**config.mk**
```make
export PLATFORM = sky130hd
export DESIGN_NAME = inst_fetch_flat
export DESIGN_NICKNAME = d
export VERILOG_FILES = /design/src/rtl/inst_fetch_pkg.sv /design/src/rtl/inst_fetch_if.sv /design/src/rtl/inst_fetch_buf.sv /design/src/rtl/inst_fetch.sv /design/src/flat_wrapper.sv
export SDC_FILE = /design/constraint.sdc
export NUM_CORES = 1
export LEC_CHECK = 0
export CORE_MARGIN = 2
export CORE_UTILIZATION = 50
export CTS_BUF_LIST = sky130_fd_sc_hd__clkbuf_2
export DETAILED_ROUTE_END_ITERATION = 6
export GPL_TIMING_DRIVEN = 1
export HOLD_SLACK_MARGIN = 0.03
export PLACE_DENSITY_LB_ADDON = 0.1
export SYNTH_ARGS = -nofsm -noshare
export SYNTH_HDL_FRONTEND = slang
export SYNTH_SLANG_ARGS = --single-unit
```
**constraint.sdc**
```tcl
create_clock -name clk -period 10.9 [get_ports clk]
set_input_delay 1.09 -clock clk [delete_from_list [all_inputs] [get_ports clk]]
set_output_delay 1.09 -clock clk [all_outputs]
set_load 0.1 [all_outputs]
```
**src/rtl/inst_fetch_pkg.sv**
```systemverilog
// inst_fetch_pkg: shared bus widths, chip-enable levels and fetch constants
package inst_fetch_pkg;
    localparam int InstAddrBus = 32;
    localparam int InstBus = 64;
    localparam logic ChipEnable = 1'b1;
    localparam logic ChipDisable = 1'b0;
    localparam logic [InstBus-1:0] ZeroDoubleWord = '0;
    localparam int PcStep = 8;
    localparam logic [InstAddrBus-1:0] ResetPc = '0;
endpackage

```
**src/rtl/inst_fetch_if.sv**
```systemverilog
// inst_fetch_if: ROM, decode handshake and branch-redirect signals of the fetch stage
interface inst_fetch_if import inst_fetch_pkg::*; #(
    parameter int ADDR_W = InstAddrBus,
    parameter int INST_W = InstBus
);
    logic              branch_flag_i;
    logic [ADDR_W-1:0] branch_target_i;
    logic              rom_ce_o;
    logic [ADDR_W-1:0] rom_addr_o;
    logic [INST_W-1:0] rom_inst_i;
    logic              id_valid_o;
    logic              id_ready_i;
    logic [INST_W-1:0] id_inst_o;
    logic [ADDR_W-1:0] id_pc_o;
    modport master (
        input  branch_flag_i, branch_target_i, rom_inst_i, id_ready_i,
        output rom_ce_o, rom_addr_o, id_valid_o, id_inst_o, id_pc_o
    );
    modport slave (
        output branch_flag_i, branch_target_i, rom_inst_i, id_ready_i,
        input  rom_ce_o, rom_addr_o, id_valid_o, id_inst_o, id_pc_o
    );
endinterface

```
**src/rtl/inst_fetch_buf.sv**
```systemverilog
// fetch_buf: DEPTH-entry synchronous FIFO; flush is applied after pop and beats push
module fetch_buf #(
    parameter int W = 96,
    parameter int DEPTH = 2
) (
    input  logic                   clk,
    input  logic                   rst,
    input  logic                   i_push,
    input  logic                   i_pop,
    input  logic                   i_flush,
    input  logic [W-1:0]           i_data,
    output logic [$clog2(DEPTH):0] o_count,
    output logic [W-1:0]           o_head
);
    localparam int PW = $clog2(DEPTH);
    localparam int CW = PW + 1;
    logic [W-1:0]  r_mem [DEPTH];
    logic [PW-1:0] r_wr;
    logic [PW-1:0] r_rd;
    logic [CW-1:0] r_count;
    always_ff @(posedge clk) begin
        if (rst | i_flush) begin
            r_wr <= '0;
            r_rd <= '0;
            r_count <= '0;
        end else begin
            r_wr <= i_push ? r_wr + PW'(1) : r_wr;
            r_rd <= i_pop ? r_rd + PW'(1) : r_rd;
            r_count <= r_count + CW'(i_push) - CW'(i_pop);
        end
    end
    always_ff @(posedge clk) begin
        if (i_push & ~i_flush) r_mem[r_wr] <= i_data;
    end
    assign o_count = r_count;
    assign o_head = r_mem[r_rd];
endmodule

```
**src/rtl/inst_fetch.sv**
```systemverilog
// inst_fetch: PC/chip-enable control feeding a small fetch buffer toward decode
module inst_fetch import inst_fetch_pkg::*; #(
    parameter int ADDR_W = InstAddrBus,
    parameter int INST_W = InstBus,
    parameter int DEPTH = 2,
    parameter logic [ADDR_W-1:0] RESET_PC = ADDR_W'(ResetPc),
    parameter int PC_STEP = PcStep
) (
    input logic clk,
    input logic rst,
    inst_fetch_if.master bus
);
    localparam int CW = $clog2(DEPTH) + 1;
    logic              r_ce;
    logic [ADDR_W-1:0] r_pc;
    logic [CW-1:0]     w_count;
    logic              w_valid;
    logic              w_pop;
    logic              w_space;
    logic              w_fire;
    assign w_valid = (w_count != '0);
    assign w_pop = w_valid & bus.id_ready_i;
    assign w_space = (w_count < CW'(DEPTH)) | w_pop;
    assign w_fire = r_ce & w_space & ~bus.branch_flag_i;
    fetch_buf #(.W(ADDR_W + INST_W), .DEPTH(DEPTH)) u_buf (
        .clk     (clk),
        .rst     (rst),
        .i_push  (w_fire),
        .i_pop   (w_pop),
        .i_flush (bus.branch_flag_i),
        .i_data  ({r_pc, bus.rom_inst_i}),
        .o_count (w_count),
        .o_head  ({bus.id_pc_o, bus.id_inst_o})
    );
    // A stalled fetch simply re-reads the same ROM address next cycle.
    always_ff @(posedge clk) begin
        if (rst) begin
            r_ce <= ChipDisable;
            r_pc <= RESET_PC;
        end else begin
            r_ce <= ChipEnable;
            r_pc <= bus.branch_flag_i ? bus.branch_target_i & ~ADDR_W'(7) :
                    w_fire ? r_pc + ADDR_W'(PC_STEP) : r_pc;
        end
    end
    assign bus.rom_ce_o = r_ce;
    assign bus.rom_addr_o = r_pc;
    assign bus.id_valid_o = w_valid;
endmodule

```
**src/flat_wrapper.sv**
```systemverilog
// flat-port wrapper written by rule: the top's interface ports become plain ports
module inst_fetch_flat import inst_fetch_pkg::*;
#(
    parameter int ADDR_W = InstAddrBus,
    parameter int INST_W = InstBus,
    parameter int DEPTH = 2,
    parameter logic [ADDR_W-1:0] RESET_PC = ADDR_W'(ResetPc),
    parameter int PC_STEP = PcStep
)
  (clk, rst, bus_branch_flag_i, bus_branch_target_i, bus_rom_inst_i, bus_id_ready_i, bus_rom_ce_o, bus_rom_addr_o, bus_id_valid_o, bus_id_inst_o, bus_id_pc_o);
  inst_fetch_if #(.ADDR_W(ADDR_W), .INST_W(INST_W)) bus_i ();
  input logic clk;
  input logic rst;
  input wire logic [$bits(bus_i.branch_flag_i)-1:0] bus_branch_flag_i;
  input wire logic [$bits(bus_i.branch_target_i)-1:0] bus_branch_target_i;
  input wire logic [$bits(bus_i.rom_inst_i)-1:0] bus_rom_inst_i;
  input wire logic [$bits(bus_i.id_ready_i)-1:0] bus_id_ready_i;
  output wire logic [$bits(bus_i.rom_ce_o)-1:0] bus_rom_ce_o;
  output wire logic [$bits(bus_i.rom_addr_o)-1:0] bus_rom_addr_o;
  output wire logic [$bits(bus_i.id_valid_o)-1:0] bus_id_valid_o;
  output wire logic [$bits(bus_i.id_inst_o)-1:0] bus_id_inst_o;
  output wire logic [$bits(bus_i.id_pc_o)-1:0] bus_id_pc_o;
  assign bus_i.branch_flag_i = bus_branch_flag_i;
  assign bus_i.branch_target_i = bus_branch_target_i;
  assign bus_i.rom_inst_i = bus_rom_inst_i;
  assign bus_i.id_ready_i = bus_id_ready_i;
  assign bus_rom_ce_o = bus_i.rom_ce_o;
  assign bus_rom_addr_o = bus_i.rom_addr_o;
  assign bus_id_valid_o = bus_i.id_valid_o;
  assign bus_id_inst_o = bus_i.id_inst_o;
  assign bus_id_pc_o = bus_i.id_pc_o;
  inst_fetch #(.ADDR_W(ADDR_W), .INST_W(INST_W), .DEPTH(DEPTH), .RESET_PC(RESET_PC), .PC_STEP(PC_STEP)) u_core (.clk(clk), .rst(rst), .bus(bus_i));
endmodule
```
### Yosys cells after proc, flatten, opt, wreduce, memory -nomap -nowiden

Memory sizes are Yosys's and may differ from the RTL's. A register that Yosys moved wholly into a read port is not among the register bits.
Cells that the tools add are included.

* bits in latches: 0
* logic and storage cells: 30
* input port bits: 100
* bits in read-only memories: 0
* output and inout port bits: 130
* memory bits (writable): 192
* memories kept: 1
* flip-flop bits (word level): 37

* $mul: 0
* shifts and indexed selects: 0
* eq/ne operators: 0
* $lt $le $gt $ge: 1
* div/mod/pow operators: 0
* $add $sub $neg: 5
* mux-type cells: 7
* bitwise logic cells: 7
* reductions and logical operators: 3

Memory list
* u_core.u_buf.r_mem: depth 2, width 96, read ports 1, clocked after Yosys merged registers in 1, wr ports 1, RTL line inst_fetch_buf.sv:17 `logic [W-1:0] r_mem [DEPTH];`

Operators by type and width (count)
* $mux 32: 2
* $add 32x4->32 const B: 1
* $mux 1: 5
* $and 1x1->1: 4
* $reduce_bool 2->1: 2
* $add 1x1->1 const B: 2
* $add 2x1->2: 1
* $lt 2x2->1 const B: 1
* $or 1x1->1: 2
* $reduce_or 2->1: 1
* $sub 2x1->2: 1
* $not 1->1: 1

### Logic depth before layout (Yosys ltp)

Gate-level depths: netlist of run 1.

* word-level depth: 8
* mapped depth: 8
* mapped depth without buffers: 8

### By module

A second synthesis of run 1 with hierarchy kept.

* cells, all modules: 570
* area total of the unflattened synthesis: 9336.5 µm²

By module, submodules not included
* fetch_buf: cells an instance 318, sequential area each 5865.6 µm², instances 1, area each 7344.5 µm²
* inst_fetch: cells an instance 252, sequential area each 600.6 µm², instances 1, area each 1991.9 µm²

### Least setup slack after synthesis of run 1

No wires, ideal clock.

* kind: in2reg
* start: in bus_branch_flag_i
* end: mem u_core.u_buf.r_mem[0][0], enable pin
* path slack: 2.446 ns
* arrival: 7.796 ns
* buffers on the path: 2
* required time: 10.242 ns
* setup time: 0.658 ns
* stages on the path: 3
* cells stage by stage: buf_6 -> clkbuf_1 -> nor3_1

* cells in the longest elaborated chain, start to end: 5

Ends and longest elaborated chain
* from (decl): RTL line flat_wrapper.sv:14 `input wire logic [$bits(bus_i.branch_flag_i)-1:0] bus_branch_flag_i;`
* $not 1->1 *: RTL line inst_fetch_buf.sv:33, inst_fetch.sv:24
* $and 1x1->1: RTL line inst_fetch.sv:24 `assign w_fire = r_ce & w_space & ~bus.branch_flag_i;`
* $and 1x1->1 *: RTL line inst_fetch_buf.sv:33 `if (i_push & ~i_flush) r_mem[r_wr] <= i_data;`
* $mux 1 *: RTL line inst_fetch_buf.sv:33
* $mux 1 (not written as such) *: RTL line inst_fetch_buf.sv:33
* to (decl): RTL line inst_fetch_buf.sv:17

Mark *: on every way between the ends. The rest lies on a longest branch, timed or not.

==> results_dict.tcl, run 1 <==
set metrics [dict create \
    place_congestion 0.844 \
    path_class "reg -> out" \
    ant_nets 0 \
    clock-sinks 221 \
    setup.worst_path.start_class "register" \
    setup_viol 0 \
    synth_area_mm2 0.00881 \
    numPortBuffers 220 \
    drc 0 \
    track_usage_pct 19.9 \
    drive_gt1_share_pct 22.8 \
    area_growth_pct 32.2 \
    cts_tree "built" \
    skew_ns 0.0451 \
    netlist_instances 551 \
    ios 230 \
    detail_route.wl_per_cell_um 17.8 \
    p_leak_nw 3.94 \
    path_clk_slew_ns 0.11 \
    die_y_um 137 \
    grt_max_degree 58 \
    cts_setup_buffers 0 \
    firstDrtPassIters 4 \
    hold_class "reg -> reg" \
    power_density_mw_per_mm2 158 \
    antenna_found_initial 1 \
    place_area_mm2 0.0112 \
    mostFrequentLayoutCell "clkdlybuf4s50_1" \
    numCtsBuffers 52 \
    hold_viol 0 \
    grt_pass1_wl_um 28700 \
    reg2reg_depth 5 \
    nFillCells 1271 \
    clkLatencyLatePin_ns 0.75 \
    synth_edf_count 186 \
    nets 907 \
    fin_setup_tns_ns 0 \
    dp_slack_ns 6.81 \
    period_share_pct 43.1 \
    core.rowCount 48 \
    die-area_mm2 0.0187 \
    critical_path_required_ns 9.81 \
    ys_types 56 \
    grt_pass1_vias 5736 \
    irDropWorstVdd_mv 0.0861 \
    design_area_mm2 0.0117 \
    seq_area_frac_synth_pct 71.3 \
    max_freq_mhz 213 \
    ys_seq_elements 221 \
    place_hpwl_um 12400 \
    clockRootBuffer "clkbuf_2" \
    holdPathStages 0 \
    drt-total-wl_um 19100 \
    crit_path_max_fanout 57 \
    finalWorstSetupSlack_ns 6.20 \
    status "completed" \
    synthArstFlopShare_pct 0 \
    vias 5712 \
    cts_max_path_buffers 3 \
    fin_crit_ns 4.70 \
    h-tree-depth 2 \
    drv_cap 0 \
    holdBufCountCts 0 \
    overflow 0 \
    rsz0062_at_grt "no" \
    ys.flop_type "edfxtp_1" \
    mostFrequentLayoutCells "clkdlybuf4s50_1, edfxtp_1, mux2_2, clkbuf_2, dfxtp_1" \
    cp_data_arrival_time_ns 3.61 \
    avgSynthCellArea_um2 16.0 \
    die_x_um 137 \
    ys_warn_count 0 \
    initialDrtViolationCount 379 \
    viasPerCell 5.34 \
    cts_resized 0 \
    start_util_pct 51.1 \
    finalMaxSlewViolations 0 \
    endpoint_kind "output port" \
    tightest_slew_ns 1.05 \
    diodes 0 \
    coreArea_mm2 0.0172 \
    relSlewSlack_pct 29.8 \
]
[per-stage QoR]
step / utilization (%) / power (mW) / hold WS, ns / std cells
finish: 67.6 / 1.84 / 0.544 / 1070
global route: 67.6 / 1.91 / 0.564 / 1070
CTS: 67.6 / 1.86 / 0.535 / 1070
detailed placement: 64.9 / 1.36 / 0.530 / 975
global placement: 64.9 / 1.35 / 0.516 / 975
floorplan: - / 1.25 / 0.520 / 556
[routing by layer]
layer | part of all wire (%) | track usage (%) | vias up
li1 | - | - | 2688
met3 | 8.3 | 5.59 | 27
met2 | 49 | 33.3 | 257
met5 | 0 | 0 | -
met4 | 1.9 | 7.22 | 0
met1 | 41 | 24.7 | 2740
[area by class of cell]
cell class | instances | area [um^2] | share of cell area, %
Multi-Input combinational cell | 293 | 2330 | 20.0
Clock inverter | 12 | 45.0 | 0.387
Timing Repair Buffer | 227 | 2250 | 19.3
Tap cell | 225 | 282 | 2.42
Sequential cell | 221 | 6290 | 54.0
Inverter | 9 | 33.8 | 0.290
Clock buffer | 83 | 415 | 3.56
[Yosys cell counts (8+ instances only)]
| library cell | number | share of area, % |
|---|---|---|
| a211oi_1 | 8 | 0.68 |
| a311oi_1 | 9 | 0.89 |
| buf_4 | 9 | 0.77 |
| clkbuf_1 | 18 | 0.77 |
| dfxtp_1 | 35 | 7.9 |
| edfxtp_1 | 186 | 63 |
| mux2_2 | 93 | 12 |
| nand2_1 | 16 | 0.68 |
| nand3_1 | 13 | 0.74 |
| nand4_1 | 15 | 1.1 |
| nor2_1 | 26 | 1.1 |
| nor3_1 | 9 | 0.51 |
| o21ai_0 | 11 | 0.62 |
| or4_1 | 9 | 0.77 |
[report_power, final]
| group | leakage, nW | internal, mW | switching [mW] |
|---|---|---|---|
| sequential | 2.00 | 0.950 | 0.0231 |
| combinational | 1.58 | 0.102 | 0.263 |
| clock | 0.364 | 0.199 | 0.300 |
| total | 3.94 | 1.25 | 0.586 |
[flip-flops by register name, indices dropped and copies added (netlist names), named ones only]
signal / cells
u_core.u_buf.o_count: 2
u_core.u_buf.r_mem: 186
u_core.u_buf.r_wr: 1
u_core.bus.rom_ce_o: 1
u_core.u_buf.r_rd: 1
u_core.bus.rom_addr_o: 29
[logic make-up (layout without fill, tap and decap cells)]
logic type      Yosys count  count (layout)  share of synthesized area (%)
buf+inv                  42             331                           2.53
xor+xnor                 12              12                           1.19
flops                   221             221                           71.3
fa+ha+maj                 3               3                          0.426
mux                      93              93                           11.9
compound gates           52              52                           4.67
other cells               1               6                         0.0425
simple gates            127             127                           7.95
[worst max-delay path: stages, from the launching register on]
cell	delay [ns]
dfxtp_4	0.67
buf_4	0.67
mux2_2	0.29
clkdlybuf4s50_1	1.18
[final timing paths]
check | slack, ns | startpoint | end
hold / removal | 0.54 | u_core.bus.rom_addr_o[13]$_SDFFE_PP0P_ | u_core.u_buf.r_mem[1][77]$_DFFE_PP_
setup / recovery | 6.20 | register | bus_id_pc_o[16]
hold reg to reg | 0.54 | u_core.bus.rom_addr_o[13]$_SDFFE_PP0P_ | u_core.u_buf.r_mem[1][77]$_DFFE_PP_
setup reg to reg | 8.15 | u_core.u_buf.o_count[1]$_SDFF_PP0_ | u_core.u_buf.r_mem[1][31]$_DFFE_PP_
Note: power is estimated with default switching activity, not from simulation.
==> run 2, diff against run 1 <==
==> constraint.sdc (replaced) <==
create_clock -name clk -period 4.9 [get_ports clk]
set_input_delay 0.49 -clock clk [delete_from_list [all_inputs] [get_ports clk]]
set_output_delay 0.49 -clock clk [all_outputs]
set_load 0.1 [all_outputs]
==> run 2 against run 1 <==
  * Register-to-register slack worse by 5.5 ns
  * Highest routed layer unchanged
  * Die area is the same
  * Count of clock-buffer cells in the layout decreased by 6
==> results_dict.tcl, run 2 (same netlist as run 1, synthesis figures left out) <==
set metrics [dict create \
    status "completed" \
    track_usage_pct 20.1 \
    drc 0 \
    place_hpwl_um 12600 \
    fin_cells 1070 \
    period_share_pct 80.2 \
    grt_max_degree 94 \
    clockPowerShare_pct 27.0 \
    cts_setup_buffers 0 \
    clock-sinks 221 \
    cts_tree "built" \
    crit_path_max_fanout 63 \
    fin_util_pct 67.7 \
    ios 230 \
    setup_viol 0 \
    start_util_pct 51.1 \
    mostFrequentLayoutCell "clkdlybuf4s50_1" \
    numCtsBuffers 52 \
    area_growth_pct 32.5 \
    clkLatencyLatePin_ns 0.77 \
    regMostFlops "u_core.u_buf.r_mem" \
    overflow 0 \
    dp.cells 974 \
    skew_ns 0.0463 \
    grt_pass1_wl_um 29000 \
    die-area_mm2 0.0187 \
    dp_slack_ns 1.71 \
    place_area_mm2 0.0112 \
    p_switching_mw 1.32 \
    cp_data_arrival_time_ns 3.44 \
    multi_input_comb_area_mm2 0.00234 \
    drt-total-wl_um 19300 \
    coreArea_mm2 0.0172 \
    rsz0062_at_grt "no" \
    hold_class "in -> reg" \
    die_x_um 137 \
    path_class "reg -> out" \
    route.met3.wl_um 1680 \
    firstDrtPassIters 5 \
    largest_reg_flops 186 \
    cts_resized 0 \
    fin_crit_ns 3.93 \
    vias 5785 \
    mostFrequentLayoutCells "clkdlybuf4s50_1, edfxtp_1, mux2_2, clkbuf_2, dfxtp_1" \
    setup.worst_path.start_class "register" \
    drv_cap 0 \
    tightest_slew_ns 1.06 \
    clockRootBuffer "clkbuf_2" \
    fin_setup_tns_ns 0 \
    ant_nets 0 \
    relSlewSlack_pct 29.1 \
    pwr-share-seq_pct 53.0 \
    place_congestion 0.861 \
    detail_route.wl_per_cell_um 18.1 \
    viasPerCell 5.41 \
    drive_gt1_share_pct 22.9 \
    grt_pass1_vias 5806 \
    antenna_found_initial 1 \
    finalMaxSlewViolations 0 \
    p_comb_share_pct 19.9 \
    cts_max_path_buffers 3 \
    register_area_mm2 0.00629 \
    p_int_mw 2.76 \
    numPortBuffers 220 \
    power_density_mw_per_mm2 350 \
    met2_wirelength_um 9660 \
    highest_layer "met4" \
    switching_share_pct 32.4 \
    fin_total_pwr_mw 4.09 \
    drt-met1-wl_um 7520 \
    finalWorstSetupSlack_ns 0.969 \
    holdBufCountCts 0 \
    max_freq_mhz 254 \
    nets 906 \
    hold_viol 0 \
    core.rowCount 48 \
    h-tree-depth 2 \
    die_y_um 137 \
    irDropWorstVdd_mv 0.221 \
    p_leak_nw 3.95 \
    nFillCells 1315 \
    design_area_mm2 0.0117 \
    endpoint_kind "output port" \
    critical_path_required_ns 4.41 \
    path_clk_slew_ns 0.11 \
    initialDrtViolationCount 366 \
    timing.hold.ws_ns 0.286 \
]
## run 2: cell count changes in the layout (fill, tap and decap cells not counted), sizes merged
cell and change:
inv +2, clkinv +4, clkbuf -6, diode +1
buf -1
## run 2: power groups by stage
stage | sequential, mW | combinational (mW) | clock, mW
after floorplan | 2.32 | 0.470 | 0
after global placement | 2.20 | 0.807 | 0
after detailed placement | 2.21 | 0.814 | 0
after CTS | 2.17 | 0.817 | 1.15
after global routing | 2.18 | 0.840 | 1.24
final | 2.17 | 0.814 | 1.11
## run 2: path summary, 6_finish.rpt
| kind | startpoint | to | slack (ns) | depth (start not counted) |
|---|---|---|---|---|
| worst min register to register | u_core.bus.rom_addr_o[31]$_SDFFE_PP0P_ | u_core.u_buf.r_mem[1][95]$_DFFE_PP_ | 0.54 | 0 |
| worst max register to register | u_core.bus.rom_addr_o[5]$_SDFFE_PP0P_ | u_core.bus.rom_addr_o[16]$_SDFFE_PP0P_ | 2.63 | 4 |
| worst max-delay path | register | bus_id_pc_o[21] | 0.97 | 3 |
| worst min-delay path | bus_branch_target_i[5] | u_core.bus.rom_addr_o[5]$_SDFFE_PP0P_ | 0.29 | 3 |
## run 2: routing by layer
metal  vias to the layer above  global-route usage, %
met5                         -                      0
met4                         0                   8.25
met3                        48                   5.59
met2                       272                   33.6
met1                      2779                   24.6
li1                       2686                      -
## run 2: layout make-up
cell class                      count  area share, %
Tap cell                          225           2.41
Antenna cell                        1         0.0214
Timing Repair Buffer              226           19.5
Inverter                            9          0.289
Sequential cell                   221           53.9
Clock inverter                     18          0.632
Multi-Input combinational cell    293           20.0
Clock buffer                       77           3.30
## run 2: worst max-delay path: stages (launching register included)
cell             delay [ns]
dfxtp_4                0.92
buf_4                  0.38
mux2_2                 0.36
clkdlybuf4s50_1        0.98
==> run 3, diff against run 2 <==
--- a/config.mk
+++ b/config.mk
@@ -6,7 +6,7 @@
 export NUM_CORES = 1
 export LEC_CHECK = 0
 export CORE_MARGIN = 2
-export CORE_UTILIZATION = 50
+export CORE_UTILIZATION = 46
 export CTS_BUF_LIST = sky130_fd_sc_hd__clkbuf_2
 export DETAILED_ROUTE_END_ITERATION = 6
 export GPL_TIMING_DRIVEN = 1
==> constraint.sdc (replaced) <==
create_clock -name clk -period 3.6 [get_ports clk]
set_input_delay 0.36 -clock clk [delete_from_list [all_inputs] [get_ports clk]]
set_output_delay 0.36 -clock clk [all_outputs]
set_load 0.1 [all_outputs]
==> run 3 against run 2 <==
  * Via count is 2.1% lower
  * Highest routed layer unchanged
  * Critical endpoint is now bus_id_inst_o[40]
  * Die area rose by 8.4%
  * Sequential cell count unchanged
  * Sequential power increased by 36%
  * First-iteration DRC count decreased by 12%
==> results_dict.tcl, run 3 (same netlist as run 1, synthesis figures left out) <==
set metrics [dict create \
    cts_setup_buffers 0 \
    nFillCells 1476 \
    r2r_end "u_core.bus.rom_addr_o[16]$_SDFFE_PP0P_" \
    fin_util_pct 61.4 \
    drt-total-wl_um 19600 \
    setup_viol 0 \
    ant_nets 0 \
    clockRootBuffer "clkbuf_2" \
    largest_reg_flops 186 \
    path_clk_slew_ns 0.11 \
    holdPathStages 3 \
    ios 230 \
    hold_class "in -> reg" \
    power_density_mw_per_mm2 488 \
    tightest_slew_ns 1.01 \
    h-tree-depth 2 \
    r2r-start "u_core.bus.rom_addr_o[5]$_SDFFE_PP0P_" \
    nets 911 \
    die-area_mm2 0.0203 \
    fin_setup_tns_ns 0 \
    rsz0062_at_grt "no" \
    overflow 0 \
    holdBufCountCts 0 \
    r2r_slack_ns 1.32 \
    drv_cap 0 \
    cts_max_path_buffers 3 \
    p_int_mw 3.81 \
    fin_crit_ns 2.96 \
    numCtsBuffers 55 \
    area_growth_pct 30.7 \
    clockPowerShare_pct 28.2 \
    finalMaxSlewViolations 0 \
    max_freq_mhz 338 \
    p_comb_share_pct 19.4 \
    pwr-share-seq_pct 52.4 \
    critical_path_required_ns 3.24 \
    coreArea_mm2 0.0188 \
    reg2reg_depth 4 \
    path_class "reg -> out" \
    die_x_um 142 \
    vias 5662 \
    relSlewSlack_pct 32.4 \
    clkLatencyLatePin_ns 0.76 \
    grt_pass1_vias 5792 \
    regMostFlops "u_core.u_buf.r_mem" \
    setup.worst_path.start_class "register" \
    grt_pass1_wl_um 29800 \
    period_share_pct 82.1 \
    design_area_mm2 0.0115 \
    skew_ns 0.0450 \
    slowest_delay_ns 0.88 \
    crit_path_max_fanout 57 \
    firstDrtPassIters 5 \
    cp_data_arrival_time_ns 2.60 \
    core.rowCount 50 \
    place_hpwl_um 12800 \
    antenna_found_initial 1 \
    cts_tree "built" \
    endpoint_kind "output port" \
    drc 0 \
    grt_max_degree 71 \
    place_area_mm2 0.0110 \
    track_usage_pct 18.7 \
    hold_viol 0 \
    clock-sinks 221 \
    numPortBuffers 220 \
    worstPathCellList "buf_12 -> mux2_2 -> buf_4" \
    drive_gt1_share_pct 33.9 \
    p_switching_mw 1.81 \
    whs_endpoint "u_core.bus.rom_addr_o[6]$_SDFFE_PP0P_" \
    start_util_pct 47.0 \
    status "completed" \
    place_congestion 0.843 \
    mostFrequentLayoutCells "edfxtp_1, clkdlybuf4s50_1, buf_4, mux2_2, clkbuf_2" \
    mostFrequentLayoutCell "edfxtp_1" \
    worstHoldStart "bus_branch_target_i[6]" \
    cp_slowest_cell "dfxtp_4" \
    viasPerCell 5.24 \
    die_y_um 142 \
    initialDrtViolationCount 322 \
    switching_share_pct 32.2 \
    irDropWorstVdd_mv 0.300 \
    p_leak_nw 4.05 \
    detail_route.wl_per_cell_um 18.1 \
    cts_resized 0 \
]
-- run 3: worst max-delay path by stage --
stage	startpoint	endpoint	slack, ns	depth (start not counted)
finish	register	bus_id_inst_o[40]	0.64	3
global route	register	bus_id_inst_o[47]	0.42	3
floorplan	u_core.bus.rom_ce_o$_DFF_P_	u_core.u_buf.r_mem[0][0]$_DFFE_PP_	0.03	3
detailed placement	bus_id_ready_i	u_core.u_buf.r_mem[1][90]$_DFFE_PP_	0.75	6
global placement	bus_id_ready_i	u_core.u_buf.r_mem[1][92]$_DFFE_PP_	0.81	6
CTS	register	bus_id_inst_o[17]	0.49	3
-- run 3: per-layer routing --
metal / part of all wire (%) / global-route usage (%) / vias to the layer above
li1: - / - / 2696
met1: 42 / 23.6 / 2704
met2: 49 / 31.7 / 234
met3: 7.5 / 5.08 / 28
met4: 1.4 / 5.78 / 0
met5: 0 / 0 / -
-- run 3: cell type report --
cell class	instances	area [um^2]	area share, %
tap	234	293	2.54
antenna	2	5.00	0.0435
inverter	9	33.8	0.293
timing repair buffer	228	2080	18.1
clock buffer	78	390	3.39
clock inverter	15	83.8	0.728
sequential	221	6290	54.6
multi-input combinational	293	2340	20.3
-- run 3: critical path, delay by kind of cell (launching register included) --
family                 cells  cell delay, ns
DFF                        1            0.88
buffers and inverters      2            0.54
muxes                      1            0.37
-- run 3: power by group through the flow --
stage | registers, mW | logic, mW | clock network (mW)
6_report | 2.95 | 1.09 | 1.59
5_1_grt | 2.96 | 1.13 | 1.78
4_1_cts | 2.95 | 1.10 | 1.66
3_5_place_dp | 3.01 | 1.09 | 0
3_3_place_gp | 3.00 | 1.08 | 0
2_1_floorplan | 3.15 | 0.640 | 0
-- run 3: metrics by stage --
step	setup slack, ns	std cells	hold slack, ns	total power, mW
after floorplan	0.0279	556	0.459	3.79
after global placement	0.814	985	0.505	4.08
after detailed placement	0.747	985	0.520	4.10
after CTS	0.493	1078	0.0492	5.71
after global routing	0.422	1080	0.0397	5.86
final	0.645	1080	0.167	5.63
